File: src/rtl/ctrl_tx.sv
// ctrl_tx -- serial transmitter for the analog-controls link.
// On an accepted `go` it snapshots seven control bytes, appends their XOR
// checksum and sends SYNC + 7 data + CHK as 8N1 UART frames, back to back.
//
// Ports:
//   clk, reset          system clock, async active-high reset
//   go                  start request, sampled only while idle
//   a8,a5,a4            tone-control values
//   blend,delay,feedbk  delay-control values
//   gain                gain value
//   busy                frame in progress (registered)
//   done                one-cycle pulse as the frame ends (registered)
//   CTRL_TX             serial line, idles high (registered)
module ctrl_tx #(
   parameter int         fCLK  = 50_000_000,
   parameter int         fBAUD = 115_200,
   parameter logic [7:0] SYNC  = 8'hA5
) (
   input  logic       clk,
   input  logic       reset,
   input  logic       go,
   input  logic [7:0] a8,
   input  logic [7:0] a5,
   input  logic [7:0] a4,
   input  logic [7:0] blend,
   input  logic [7:0] delay,
   input  logic [7:0] feedbk,
   input  logic [7:0] gain,
   output logic       busy,
   output logic       done,
   output logic       CTRL_TX
);

   localparam int CPB = fCLK / fBAUD;
   localparam int BW  = (CPB > 1) ? $clog2(CPB) : 1;

   typedef enum logic [1:0] {IDLE, START, DATA, STOP} state_t;

   state_t          state, state_n;
   logic [BW-1:0]   baud, baud_n;
   logic [2:0]      bit_idx, bit_n;
   logic [3:0]      byte_idx, byte_n;
   logic [7:0][7:0] snap;          // [0]=a8 .. [6]=gain, [7]=checksum
   logic [7:0]      cur;
   logic [7:0]      chk;
   logic            tx_n, busy_n, done_n;
   logic            last_clk;
   logic            accept;

   assign chk      = a8 ^ a5 ^ a4 ^ blend ^ delay ^ feedbk ^ gain;
   assign accept   = (state == IDLE) && go;
   assign last_clk = (baud == BW'(CPB - 1));
   // Byte 0 is the constant header; bytes 1..8 come from the snapshot.
   assign cur      = (byte_idx == 4'd0) ? SYNC : snap[3'(byte_idx - 4'd1)];

   always_comb begin
      state_n = state;
      baud_n  = baud;
      bit_n   = bit_idx;
      byte_n  = byte_idx;
      tx_n    = CTRL_TX;
      busy_n  = busy;
      done_n  = 1'b0;
      case (state)
         IDLE: begin
            tx_n   = 1'b1;
            busy_n = 1'b0;
            if (go) begin
               state_n = START;
               baud_n  = '0;
               byte_n  = 4'd0;
               tx_n    = 1'b0;
               busy_n  = 1'b1;
            end
         end
         START: begin
            if (last_clk) begin
               state_n = DATA;
               baud_n  = '0;
               bit_n   = 3'd0;
               tx_n    = cur[0];
            end else begin
               baud_n  = baud + 1'b1;
            end
         end
         DATA: begin
            if (last_clk) begin
               baud_n = '0;
               if (bit_idx == 3'd7) begin
                  state_n = STOP;
                  tx_n    = 1'b1;
               end else begin
                  bit_n = bit_idx + 3'd1;
                  tx_n  = cur[bit_idx + 3'd1];
               end
            end else begin
               baud_n = baud + 1'b1;
            end
         end
         STOP: begin
            if (last_clk) begin
               baud_n = '0;
               if (byte_idx < 4'd8) begin
                  state_n = START;
                  byte_n  = byte_idx + 4'd1;
                  tx_n    = 1'b0;
               end else begin
                  state_n = IDLE;
                  byte_n  = 4'd0;
                  tx_n    = 1'b1;
                  busy_n  = 1'b0;
                  done_n  = 1'b1;
               end
            end else begin
               baud_n = baud + 1'b1;
            end
         end
         default: begin
            state_n = IDLE;
            tx_n    = 1'b1;
            busy_n  = 1'b0;
         end
      endcase
   end

   always_ff @(posedge clk or posedge reset) begin
      if (reset) begin
         state    <= IDLE;
         baud     <= '0;
         bit_idx  <= 3'd0;
         byte_idx <= 4'd0;
         snap     <= '0;
         CTRL_TX  <= 1'b1;
         busy     <= 1'b0;
         done     <= 1'b0;
      end else begin
         state    <= state_n;
         baud     <= baud_n;
         bit_idx  <= bit_n;
         byte_idx <= byte_n;
         CTRL_TX  <= tx_n;
         busy     <= busy_n;
         done     <= done_n;
         if (accept)
            snap <= {chk, gain, feedbk, delay, blend, a4, a5, a8};
      end
   end

endmodule

File: config.mk
export PLATFORM = sky130hd
export DESIGN_NAME = ctrl_tx
export DESIGN_NICKNAME = d
export VERILOG_FILES = /design/src/rtl/ctrl_tx.sv
export SDC_FILE = /design/constraint.sdc
export NUM_CORES = 1
export LEC_CHECK = 0
export ABC_AREA = 0
export CORE_MARGIN = 5
export CORE_UTILIZATION = 40
export CTS_BUF_LIST = sky130_fd_sc_hd__clkbuf_8
export CTS_CLUSTER_DIAMETER = 40
export DETAILED_ROUTE_END_ITERATION = 10
export PLACE_DENSITY = 0.64
export SYNTH_ARGS = -nofsm -noshare
export SYNTH_HDL_FRONTEND = slang
export SYNTH_SLANG_ARGS = --single-unit
File: constraint.sdc
create_clock -name clk -period 3.4 [get_ports clk]
set_input_delay 0.68 -clock clk [delete_from_list [all_inputs] [get_ports clk]]
set_output_delay 0.68 -clock clk [all_outputs]
set_load 0.05 [all_outputs]
==> results by group <==
Status
  • Run status: completed

Clock tree
  • Number of buffers between clock root and the deepest sink: 2
  • Clock edge transition at the registers on the reported setup and hold paths: 0.09 ns
  • H-Tree Depth: 3
  • Number of cells upsized or downsized after cts: 0
  • Worst skew pair latency: 0.35 ns
  • Clock root buffer: clkbuf_8
  • Clock Sink Count: 85
  • CTS tree: built
  • Number of buffers added by the clock tree synthesis step: 9
  • CTS Hold Bufs: 0
  • Number of buffers added for setup after CTS: 0

Pwr
  • P_sw: 466 uW
  • Peak ir drop on the vdd network: 0.000185 V
  • Gate power share: 10.2%
  • Total internal power: 1.50 mW
  • Leakage power of the design: 2.49 nW
  • Part of the total power dissipated in sequential elements: 51.5%
  • Clk network pwr share: 38.3%
  • Power density over cell area: 351 nW/um2
  • Proportion of total power due to net switching: 23.8%

Routing
  • Violation count after the first detailed-routing iteration: 122
  • Post-detailed-routing wire length: 9040 um
  • DR vias/cell: 5.07
  • Vias: 2968
  • Drt first pass iters: 4
  • Wirelength per Cell: 15.5 um
  • ANT nets after route: 0
  • Number of design rule violations left after detail routing: 0

Worst setup path
  • Arr. time, crit path: 3.12 ns
  • Worst setup SP type: register
  • Critical path capture point type: register
  • Crit Path Category: register to register
  • Worst-case reg-to-reg path depth: 8
  • Highest fanout seen on the critical path: 11
  • CP Data Required Time: 3.69 ns

Synthesis
  • Synth Area in Simple Gates: 6.65%
  • Post-synthesis xor/xnor area fraction: 11.3%
  • Dominant cell by count in the synthesized netlist: dfrtp_1
  • Synthesized-area fraction occupied by adder cells: 3.27%
  • Largest cells by area after synthesis: dfrtp_1, mux2_2, xnor2_1, mux2i_1, ha_1
  • Cell area after synthesis: 4590 um2
  • Flip-flop and latch count after synthesis: 85
  • Combinational family with the most area after synthesis: multiplexers
  • Mux contribution to synthesized area: 23.6%
  • Post-synth net total: 444
  • Most used DFF post-synth: dfrtp_1
  • Synth warn: 0
  • Number of library cell types mapped by synthesis: 48
  • Sequential cell area fraction in the yosys report: 46.3%
  • Share of the synthesized area in the top cell type: 45.8%
  • Per-instance average area after synthesis: 12.3 um2
  • Post-synthesis compound-gate area fraction: 6.40%
  • Synth area leader: dfrtp_1
  • Post-synthesis cell count: 373
  • Post-synth top cells: dfrtp_1, mux2_2, xnor2_1
  • Count of flip-flops with a built-in enable after synthesis: 0
  • Share of synthesized flip-flops with an asynchronous set or reset: 100%

Floorplan
  • Floorplan die area: 13700 um2
  • Chip height: 117 um
  • Horizontal die dimension: 117 um
  • Core Footprint: 11300 um2
  • Number of core rows: 39
  • Top-level I/O count: 62
  • Effective utilization at floorplan: 40.6%

Worst hold path
  • WHS Path Cells: 2
  • Hold/Removal Path Class: register to register

Final layout
  • Number of inserted diodes: 0
  • Synthesis-to-layout area growth: 21.8%
  • Post-layout nets: 508
  • Share of layout cells above drive strength 1: 20.8%

Placement
  • Final HPWL DP: 6720 um
  • Port Buf Inserts: 61
  • Routability Congestion: 0.789

GRT
  • Antenna violations before repair: 0
  • Largest net degree at the start of global routing: 76
  • Via count of the first global-routing pass: 3129
  • Total routing usage reported by global routing: 14.2%
  • Remaining global-route overflow: 0
  • Global-route wire length before repair: 15500 um

Flow run
  • Max-cap violations: 0

STA
  • Number of hold violations in the final report: 0
  • Highest achievable clock rate: 353 MHz
  • Hold Slack: 0.486 ns
  • Final Max Tran Viols: 0
  • Slew at the pin closest to its max-slew limit: 0.723 ns
  • Final critical delay including setup and external delays: 2.83 ns
  • Maximum clock skew at final layout: 0.0105 ns
  • Relative slew margins: 51.7%
  • Final setup violation count: 0
  • Portion of the clock cycle consumed by the worst path in the final layout: 83.3%
  • Setup tns final: 0 ns
  • Unrepaired setup endpoints after global routing: no
routing by layer:
metal  part of all wire [%]  vias to the layer above  GRT usage (%)  routed length (um)
li1                       -                     1459              -                   -
met1                     48                     1451           20.2                4380
met2                     47                       49           22.1                4240
met3                    3.7                        9           3.75                 330
met4                   0.96                        0           2.98                  87
met5                      0                        -              0                   0
layout by cell type, fill, tap and decap left out, drive strengths merged, types with 2 or more instances in the layout:
master / n
nand4: 4
ha: 12
nor2: 18
nor4: 2
xor2: 12
and3: 2
mux2: 59
clkinv: 4
nand2: 20
o21ai: 16
a21oi: 2
buf: 7
dfrtp: 84
a31oi: 2
inv: 8
clkinvlp: 2
o211ai: 2
mux4: 10
o31ai: 2
clkdlybuf4s50: 61
clkbuf: 10
mux2i: 18
xnor2: 45
a21o: 2
nand2b: 4
a22o: 5
nor2b: 4
a2111oi: 2
nand3: 7
power by group through the flow:
stage | clock [mW] | combinational [mW] | sequential (mW)
finish | 0.750 | 0.201 | 1.01
detailed placement | 0 | 0.205 | 1.03
CTS | 0.773 | 0.206 | 1.01
floorplan | 0 | 0.102 | 1.03
global placement | 0 | 0.204 | 1.03
global route | 0.817 | 0.221 | 1.01
critical path, stage by stage, from the launching register on:
cell	delay, ns
dfrtp_1	0.36
clkinv_1	0.28
ha_1	0.74
buf_4	0.26
mux4_1	0.54
nand2b_1	0.16
a31oi_1	0.13
o211ai_1	0.11
a31o_1	0.18
worst paths after layout:
| kind | start | slack (ns) | endpoint |
|---|---|---|---|
| min reg2reg | snap[59] | 0.49 | snap[59] |
| max | byte_idx[0] | 0.57 | CTRL_TX |
| min in group asynchronous | reset | 0.75 | done |
| max in group asynchronous | reset | 1.98 | CTRL_TX |
| min | snap[59] | 0.49 | snap[59] |
| max reg2reg | byte_idx[0] | 0.57 | CTRL_TX |
flip-flops by register name, summed over array words and instances (netlist names):
name      flops
CTRL_TX       1
busy          1
done          1
byte_idx      4
state         2
bit_idx       3
snap         64
baud          9
logic make-up (layout without fill, tap and decap cells):
group                    count (synthesis)  in the layout
buffers and inverters                   24             93
AND/OR/NAND/NOR                         65             65
flip-flops                              85             85
multiplexers                            87             87
XOR/XNOR                                57             57
AO/OA/AOI/OAI                           43             43
adder cells (fa/ha/maj)                 12             12
per-stage QoR:
| step | std cells | instance area, um2 | setup slack (ns) | utilization, % | total power [mW] |
|---|---|---|---|---|---|
| after floorplan | 373 | 4590 | 0.528 | - | 1.13 |
| after global placement | 569 | 5390 | 0.614 | 47.6 | 1.23 |
| after detailed placement | 569 | 5390 | 0.554 | 47.6 | 1.23 |
| after CTS | 585 | 5590 | 0.529 | 49.4 | 1.99 |
| after global routing | 585 | 5590 | 0.347 | 49.4 | 2.05 |
| final | 585 | 5590 | 0.567 | 49.4 | 1.96 |
final cells by class:
class                   instances  area, um2
fillers                      1069       5730
multi-input cells             264       2350
flip-flops and latches         85       2130
repair buffers                 68        688
well taps                     143        179
clock buffers                  10        138
clock inverters                 6       71.3
inverters                       9       35.0
(Power assumes the default switching activity.)
